[config.mk]
export PLATFORM = sky130hd
export DESIGN_NAME = bus_master_port_flat
export DESIGN_NICKNAME = d
export VERILOG_FILES = /design/src/rtl/bus_master_port_pkg.sv /design/src/rtl/bus_master.sv /design/src/rtl/bus_watchdog.sv /design/src/rtl/bus_master_port.sv /design/src/flat_wrapper.sv
export SDC_FILE = /design/constraint.sdc
export NUM_CORES = 1
export LEC_CHECK = 0
export CAP_MARGIN = 20
export CORE_MARGIN = 2
export CORE_UTILIZATION = 43
export DETAILED_ROUTE_END_ITERATION = 16
export PLACE_DENSITY_LB_ADDON = 0.15
export SETUP_SLACK_MARGIN = 0.3
export SLEW_MARGIN = 20
export SYNTH_ARGS = -nofsm -noshare
export SYNTH_HDL_FRONTEND = slang
export SYNTH_SLANG_ARGS = --single-unit
[constraint.sdc]
create_clock -name clk -period 2 [get_ports clk]
set_input_delay 0.2 -clock clk [delete_from_list [all_inputs] [get_ports clk]]
set_output_delay 0.2 -clock clk [all_outputs]
set_load 0.02 [all_outputs]
[src/rtl/bus_master_port_pkg.sv]
// Shared bus types and defaults for the AHB-Lite master port and its helpers.
package bus_master_port_pkg;

    typedef enum logic [1:0] {
        TransIdle   = 2'b00,
        TransBusy   = 2'b01,
        TransNonseq = 2'b10,
        TransSeq    = 2'b11
    } transfer_kind;

    typedef enum logic {
        RespOkay  = 1'b0,
        RespError = 1'b1
    } transfer_response;

    localparam int unsigned BUS_DEFAULT_TIMEOUT = 255;

endpackage

[src/rtl/bus_master.sv]
// AHB-Lite master-side bundle between a master port and the bus controller/decoder.
interface bus_master;
    import bus_master_port_pkg::*;

    transfer_kind     trans;
    logic             write;
    logic [31:0]      address;
    logic [31:0]      write_data;
    logic             ready;
    transfer_response response;
    logic [31:0]      read_data;

    modport out (
        output trans, write, address, write_data,
        input  ready, response, read_data
    );

    modport slave (
        input  trans, write, address, write_data,
        output ready, response, read_data
    );

endinterface

[src/rtl/bus_watchdog.sv]
// Saturating wait-state counter; expired flags TIMEOUT consecutive wait cycles (0 disables).
module bus_watchdog
    import bus_master_port_pkg::*;
#(
    parameter int unsigned TIMEOUT = BUS_DEFAULT_TIMEOUT
) (
    input  logic clk,
    input  logic rst,
    input  logic wait_cycle,
    input  logic clear,
    output logic expired
);

    localparam int unsigned CW = (TIMEOUT > 0) ? $clog2(TIMEOUT + 1) : 1;
    localparam logic [CW-1:0] LIMIT = CW'(TIMEOUT);

    logic [CW-1:0] count_q;

    always_ff @(posedge clk or negedge rst) begin
        if (!rst) begin
            count_q <= '0;
        end else if (clear) begin
            count_q <= '0;
        end else if (wait_cycle && (count_q != LIMIT)) begin
            count_q <= count_q + CW'(1);
        end
    end

    assign expired = (TIMEOUT != 0) && (count_q == LIMIT);

endmodule

[src/rtl/bus_master_port.sv]
// Core valid/ready request stream to pipelined AHB-Lite master transfers with in-order responses.
module bus_master_port
    import bus_master_port_pkg::*;
#(
    parameter bit          PIPELINED = 1'b1,
    parameter int unsigned TIMEOUT   = BUS_DEFAULT_TIMEOUT
) (
    input  logic        clk,
    input  logic        rst,
    input  logic        req_valid,
    output logic        req_ready,
    input  logic        req_write,
    input  logic [31:0] req_addr,
    input  logic [31:0] req_wdata,
    output logic        rsp_valid,
    output logic [31:0] rsp_rdata,
    output logic        rsp_error,
    output logic        hung,
    bus_master.out      bus
);

    logic        a_valid_q, a_valid_d, a_write_q, a_write_d;
    logic [31:0] a_addr_q, a_addr_d, a_wdata_q, a_wdata_d;
    logic        d_valid_q, d_valid_d, d_write_q, d_write_d;
    logic [31:0] d_wdata_q, d_wdata_d;
    logic        cancel_q, cancel_d, hung_q, hung_d, orphan_q, orphan_d;
    logic        rsp_valid_q, rsp_valid_d, rsp_error_q, rsp_error_d;
    logic [31:0] rsp_rdata_q, rsp_rdata_d, write_data_q, write_data_d;
    transfer_kind trans_q, trans_d;

    logic a_adv, d_done, accept, wait_cycle, bus_error, expired, fire, wd_clear;

    assign d_done     = d_valid_q && bus.ready;
    assign a_adv      = a_valid_q && !cancel_q && bus.ready;
    assign req_ready  = !hung_q && (!a_valid_q || a_adv) && (PIPELINED || !d_valid_q || d_done);
    assign accept     = req_valid && req_ready;
    assign wait_cycle = d_valid_q && !bus.ready;
    assign bus_error  = (bus.response == RespError);
    assign fire       = expired && d_valid_q;
    assign wd_clear   = d_done || fire;

    bus_watchdog #(
        .TIMEOUT(TIMEOUT)
    ) u_watchdog (
        .clk       (clk),
        .rst       (rst),
        .wait_cycle(wait_cycle),
        .clear     (wd_clear),
        .expired   (expired)
    );

    always_comb begin
        a_valid_d   = a_valid_q;
        a_write_d   = a_write_q;
        a_addr_d    = a_addr_q;
        a_wdata_d   = a_wdata_q;
        d_valid_d   = d_valid_q;
        d_write_d   = d_write_q;
        d_wdata_d   = d_wdata_q;
        hung_d      = hung_q;
        orphan_d    = 1'b0;
        rsp_valid_d = 1'b0;
        rsp_error_d = 1'b0;
        rsp_rdata_d = '0;
        // First ERROR cycle: the following cycle must drive IDLE on the bus.
        cancel_d    = wait_cycle && bus_error;

        if (fire) begin
            a_valid_d   = 1'b0;
            d_valid_d   = 1'b0;
            hung_d      = 1'b1;
            cancel_d    = 1'b0;
            orphan_d    = a_valid_q || accept;
            rsp_valid_d = 1'b1;
            rsp_error_d = 1'b1;
        end else begin
            if (d_done) begin
                d_valid_d   = 1'b0;
                rsp_valid_d = 1'b1;
                rsp_error_d = bus_error;
                rsp_rdata_d = (!d_write_q && !bus_error) ? bus.read_data : '0;
            end
            if (a_adv) begin
                a_valid_d = 1'b0;
                d_valid_d = 1'b1;
                d_write_d = a_write_q;
                d_wdata_d = a_wdata_q;
            end
            if (accept) begin
                a_valid_d = 1'b1;
                a_write_d = req_write;
                a_addr_d  = req_addr;
                a_wdata_d = req_wdata;
            end
            // Request stranded in A by a watchdog timeout gets its error one cycle later.
            if (orphan_q) begin
                rsp_valid_d = 1'b1;
                rsp_error_d = 1'b1;
            end
        end

        trans_d      = (a_valid_d && !cancel_d) ? TransNonseq : TransIdle;
        write_data_d = (d_valid_d && d_write_d) ? d_wdata_d : '0;
    end

    always_ff @(posedge clk or negedge rst) begin
        if (!rst) begin
            a_valid_q    <= 1'b0;
            a_write_q    <= 1'b0;
            a_addr_q     <= '0;
            a_wdata_q    <= '0;
            d_valid_q    <= 1'b0;
            d_write_q    <= 1'b0;
            d_wdata_q    <= '0;
            cancel_q     <= 1'b0;
            hung_q       <= 1'b0;
            orphan_q     <= 1'b0;
            rsp_valid_q  <= 1'b0;
            rsp_error_q  <= 1'b0;
            rsp_rdata_q  <= '0;
            trans_q      <= TransIdle;
            write_data_q <= '0;
        end else begin
            a_valid_q    <= a_valid_d;
            a_write_q    <= a_write_d;
            a_addr_q     <= a_addr_d;
            a_wdata_q    <= a_wdata_d;
            d_valid_q    <= d_valid_d;
            d_write_q    <= d_write_d;
            d_wdata_q    <= d_wdata_d;
            cancel_q     <= cancel_d;
            hung_q       <= hung_d;
            orphan_q     <= orphan_d;
            rsp_valid_q  <= rsp_valid_d;
            rsp_error_q  <= rsp_error_d;
            rsp_rdata_q  <= rsp_rdata_d;
            trans_q      <= trans_d;
            write_data_q <= write_data_d;
        end
    end

    assign bus.trans      = trans_q;
    assign bus.write      = a_write_q;
    assign bus.address    = a_addr_q;
    assign bus.write_data = write_data_q;
    assign rsp_valid      = rsp_valid_q;
    assign rsp_rdata      = rsp_rdata_q;
    assign rsp_error      = rsp_error_q;
    assign hung           = hung_q;

endmodule

[src/flat_wrapper.sv]
// flat-port wrapper written by rule: the top's interface ports become plain ports
module bus_master_port_flat import bus_master_port_pkg::*;
#(
    parameter bit          PIPELINED = 1'b1,
    parameter int unsigned TIMEOUT   = BUS_DEFAULT_TIMEOUT
)
  (clk, rst, req_valid, req_ready, req_write, req_addr, req_wdata, rsp_valid, rsp_rdata, rsp_error, hung, bus_trans, bus_write, bus_address, bus_write_data, bus_ready, bus_response, bus_read_data);
  bus_master bus_i ();
  input  logic clk;
  input  logic rst;
  input  logic req_valid;
  output logic req_ready;
  input  logic req_write;
  input  logic [31:0] req_addr;
  input  logic [31:0] req_wdata;
  output logic rsp_valid;
  output logic [31:0] rsp_rdata;
  output logic rsp_error;
  output logic hung;
  output wire logic [$bits(bus_i.trans)-1:0] bus_trans;
  output wire logic [$bits(bus_i.write)-1:0] bus_write;
  output wire logic [$bits(bus_i.address)-1:0] bus_address;
  output wire logic [$bits(bus_i.write_data)-1:0] bus_write_data;
  input wire logic [$bits(bus_i.ready)-1:0] bus_ready;
  input wire logic [$bits(bus_i.response)-1:0] bus_response;
  input wire logic [$bits(bus_i.read_data)-1:0] bus_read_data;
  assign bus_trans = bus_i.trans;
  assign bus_write = bus_i.write;
  assign bus_address = bus_i.address;
  assign bus_write_data = bus_i.write_data;
  assign bus_i.ready = bus_ready;
  assign bus_i.response = bus_response;
  assign bus_i.read_data = bus_read_data;
  bus_master_port #(.PIPELINED(PIPELINED), .TIMEOUT(TIMEOUT)) u_core (.clk(clk), .rst(rst), .req_valid(req_valid), .req_ready(req_ready), .req_write(req_write), .req_addr(req_addr), .req_wdata(req_wdata), .rsp_valid(rsp_valid), .rsp_rdata(rsp_rdata), .rsp_error(rsp_error), .hung(hung), .bus(bus_i));
endmodule
==> results.py <==
metrics = {
    "global_routing": {
        "grt_antenna_before_repair": 0,
        "grt_overflow": 0,
        "grt_max_degree": 56,
        "first_global_vias": 4704,
        "grt_pass1_wl_mm": 24.7,
        "grt.total_usage_pct": 19.1,
    },
    "route": {
        "drt-pass1-iter-count": 4,
        "drc": 0,
        "viasPerCell": 4.85,
        "wl_per_cell_um": 18.1,
        "drt-total-wl_mm": 16.5,
        "num_vias": 4432,
        "drt_iter0_drc": 206,
        "ant_nets": 0,
    },
    "clocking": {
        "numCtsBuffers": 17,
        "clk_latency_ns": 0.42,
        "h-tree-depth": 4,
        "clockBufferDepth": 2,
        "clkTransAtPathRegs_ns": 0.07,
        "cts_tree": "done",
        "clockRootBuffer": "clkbuf_16",
        "cts.sinks": 178,
    },
    "power_and_ir_drop": {
        "p_leak_nw": 4.83,
        "pwr-share-clk_pct": 33.4,
        "p_sw_share_pct": 25.6,
        "ir_drop_mv": 0.658,
        "p_per_area_nw_per_um2": 991,
        "p_comb_share_pct": 23.6,
        "p_int_mw": 7.90,
        "p_sw_mw": 2.71,
        "pwr-share-seq_pct": 43.0,
        "p_total_mw": 10.6,
    },
    "place": {
        "placedCellCount": 853,
        "postPlaceCellArea_sq_um": 9350,
        "port_buffers": 203,
        "place.gp.congestion": 0.793,
        "dpl.hpwl_mm": 10.2,
    },
    "sta": {
        "post-route-min-period_ns": 1.92,
        "skew_ns": 0.00965,
        "finalHoldViolations": 0,
        "final_max_slew_viol_count": 0,
        "tightest_slew_ns": 0.524,
        "max_freq_mhz": 521,
        "rsz0062_at_grt": "yes",
        "finalSetupViolCount": 0,
        "slew_headroom_pct": 65.1,
        "timing.final.crit_share_pct": 96.1,
    },
    "cells_and_area": {
        "stdcell_count": 913,
        "syn_to_final_growth_pct": 55.0,
        "fillers": 1124,
        "utilization_pct": 67.9,
        "final_area_sq_um": 10700,
        "layout.nets": 787,
        "diodes": 0,
        "drive_gt1_share_pct": 32.7,
    },
    "setup_path": {
        "worstPathArrival_ns": 2.23,
        "cpPeakStageDelay_ns": 0.38,
        "crit_required_ns": 2.31,
        "path_max_fanout": 6,
        "rr_worst_depth": 6,
        "ff2ff_setup_slack_ns": 0.08,
        "cp_num_buf_inv": 2,
        "critPathTopFamily": "flip-flops",
        "slowest_stage": "dfrtp_1",
        "regToRegStartpoint": "u_core.u_watchdog.count_q[0]",
        "crit_start": "u_core.u_watchdog.count_q[0]",
        "endpoint_kind": "flop",
        "path_cells": "ha_2 -> and4_4 -> a221oi_4 -> buf_6 -> clkbuf_16 -> mux2_4",
        "reg2reg_to": "u_core.bus.address[10]",
        "start_kind": "flop",
        "crit_type": "flop to flop",
    },
    "synthesis": {
        "ys_seq_area_share_pct": 64.5,
        "synthSimpleGateAreaFrac_pct": 5.42,
        "ys_top_cells_by_area": "dfrtp_1 (65%), mux2_4 (11%), mux2_2 (7.7%)",
        "synth_top_family_by_area": "multiplexers",
        "synth_most_common_cell": "dfrtp_1",
        "ys.flop_type": "dfrtp_1",
        "synth_area_leader_cell": "dfrtp_1",
        "yosysWarnings": 0,
        "synth_fa_ha_area_share_pct": 0.181,
        "syn_inst": 432,
        "synthMuxAreaShare_pct": 18.5,
        "synthArstFlopShare_pct": 100,
        "synthesis.nets": 535,
        "synth_top_area_share_pct": 64.5,
        "ys_seq_elements": 178,
        "synth_commonest_cells": "dfrtp_1 (178), mux2_4 (50), mux2_2 (47)",
        "yosys.area_share.xor_xnor_pct": 0.254,
        "synth.distinct_cells": 41,
        "synth_area_sq_um": 6900,
        "synth_edf_count": 0,
        "synth-compound-area-share_pct": 7.47,
        "syn_avg_cell_area_sq_um": 16.0,
    },
    "floorplan": {
        "start_util_pct": 43.8,
        "die_area_sq_um": 17100,
        "core_sq_um": 15800,
        "io_pins": 205,
        "die_y_um": 131,
        "rows": 46,
        "die_w_um": 131,
    },
    "run_status": {
        "status": "finished, final reports clean",
    },
    "min_path": {
        "hp-class": "input port to asynchronous set/reset pin",
    },
    "run": {
        "cap_violations": 0,
    },
}
-- metal layers --
layer / GRT usage, % / vias to the layer above / routed length [um]
met1: 23.4 / 2260 / 6950
met3: 7.13 / 15 / 1010
met2: 32.0 / 134 / 8370
li1: - / 2023 / -
met4: 5.26 / 0 / 198
met5: 0 / - / 0
-- kinds of logic after synthesis --
logic type      Yosys count
flops                   178
mux                      97
simple gates             62
compound gates           60
buf+inv                  31
xor+xnor                  2
fa+ha+maj                 1
other cells               1
-- cell usage in the layout (no fill, tap or decap), types with 2 or more instances in the layout --
master and count:
mux2_4 65, buf_4 15, nand2b_1 8, a22o_1 32, o21ai_0 6, a21o_1 4, buf_6 12, clkinvlp_4 2
dfrtp_1 178, nand4_1 4, a21oi_1 6, clkinv_2 2, clkbuf_8 2, clkdlybuf4s50_1 200, bufbuf_16 2, and2_4 32
clkinv_4 3, inv_1 5, buf_12 14, bufinv_16 4, mux2_2 32, nand2_1 7, a211oi_4 2, clkbuf_16 24
buf_16 5
-- state kept, by name, indices dropped and copies added, names as in the netlist --
name                       count
u_core.bus.write               1
u_core.d_wdata_q              32
u_core.rsp_error               1
u_core.bus.write_data         32
u_core.rsp_valid               1
u_core.a_wdata_q              32
u_core.u_watchdog.count_q      8
u_core.hung                    1
u_core.cancel_q                1
u_core.a_valid_q               1
u_core.bus.address            32
u_core.d_valid_q               1
u_core.rsp_rdata              32
u_core.bus.trans               1
u_core.d_write_q               1
u_core.orphan_q                1
-- cell type report --
type	count	area, sq um	area share, %
multi-input cells	223	2370	22.2
well taps	216	270	2.52
flip-flops and latches	178	4450	41.6
repair buffers	259	2950	27.6
inverters	5	18.8	0.175
clock inverters	12	180	1.68
clock buffers	20	457	4.27
-- stage by stage --
stage / setup WS [ns] / setup TNS [ns] / hold slack, ns
after floorplan: 0.0649 / 0 / -0.0956
after global placement: 0.0914 / 0 / 0.194
after detailed placement: 0.0268 / 0 / 0.212
after CTS: 0.0838 / 0 / 0.310
after global routing: -0.0102 / -0.0547 / 0.313
final: 0.0789 / 0 / 0.312
-- worst reg2reg max path, cell delays in order (launching register included) --
cell and delay [ns]:
dfrtp_1 0.38, ha_2 0.19, and4_4 0.19, a221oi_4 0.38, buf_6 0.21, clkbuf_16 0.17
mux2_4 0.30
-- power groups by stage --
stage	clock network (mW)	logic [mW]	registers (mW)
after floorplan	0	0.914	4.85
after global placement	0	2.17	4.59
after detailed placement	0	2.21	4.61
after CTS	3.61	2.37	4.55
after global routing	3.76	2.66	4.62
final	3.55	2.50	4.56
-- repair_timing --
action                                 CTS  global route
setup buffers                            8             4
hold buffers                             1             0
setup endpoints to repair              151           164
pin swaps                                3             7
resized for setup                       18            55
gates cloned                             7             8
endpoints found under the hold margin   52             0
-- how the worst max path moves through the flow --
stage                                        end  slack [ns]  depth (start not counted)
after floorplan              u_core.a_wdata_q[0]        0.06                          7
after global placement    u_core.bus.address[10]        0.09                          6
after detailed placement   u_core.bus.address[5]        0.03                          6
after CTS                 u_core.bus.address[10]        0.08                          6
after global routing      u_core.bus.address[10]       -0.01                          6
final                     u_core.bus.address[10]        0.08                          6
No activity file was read; power rests on OpenSTA's default activity.
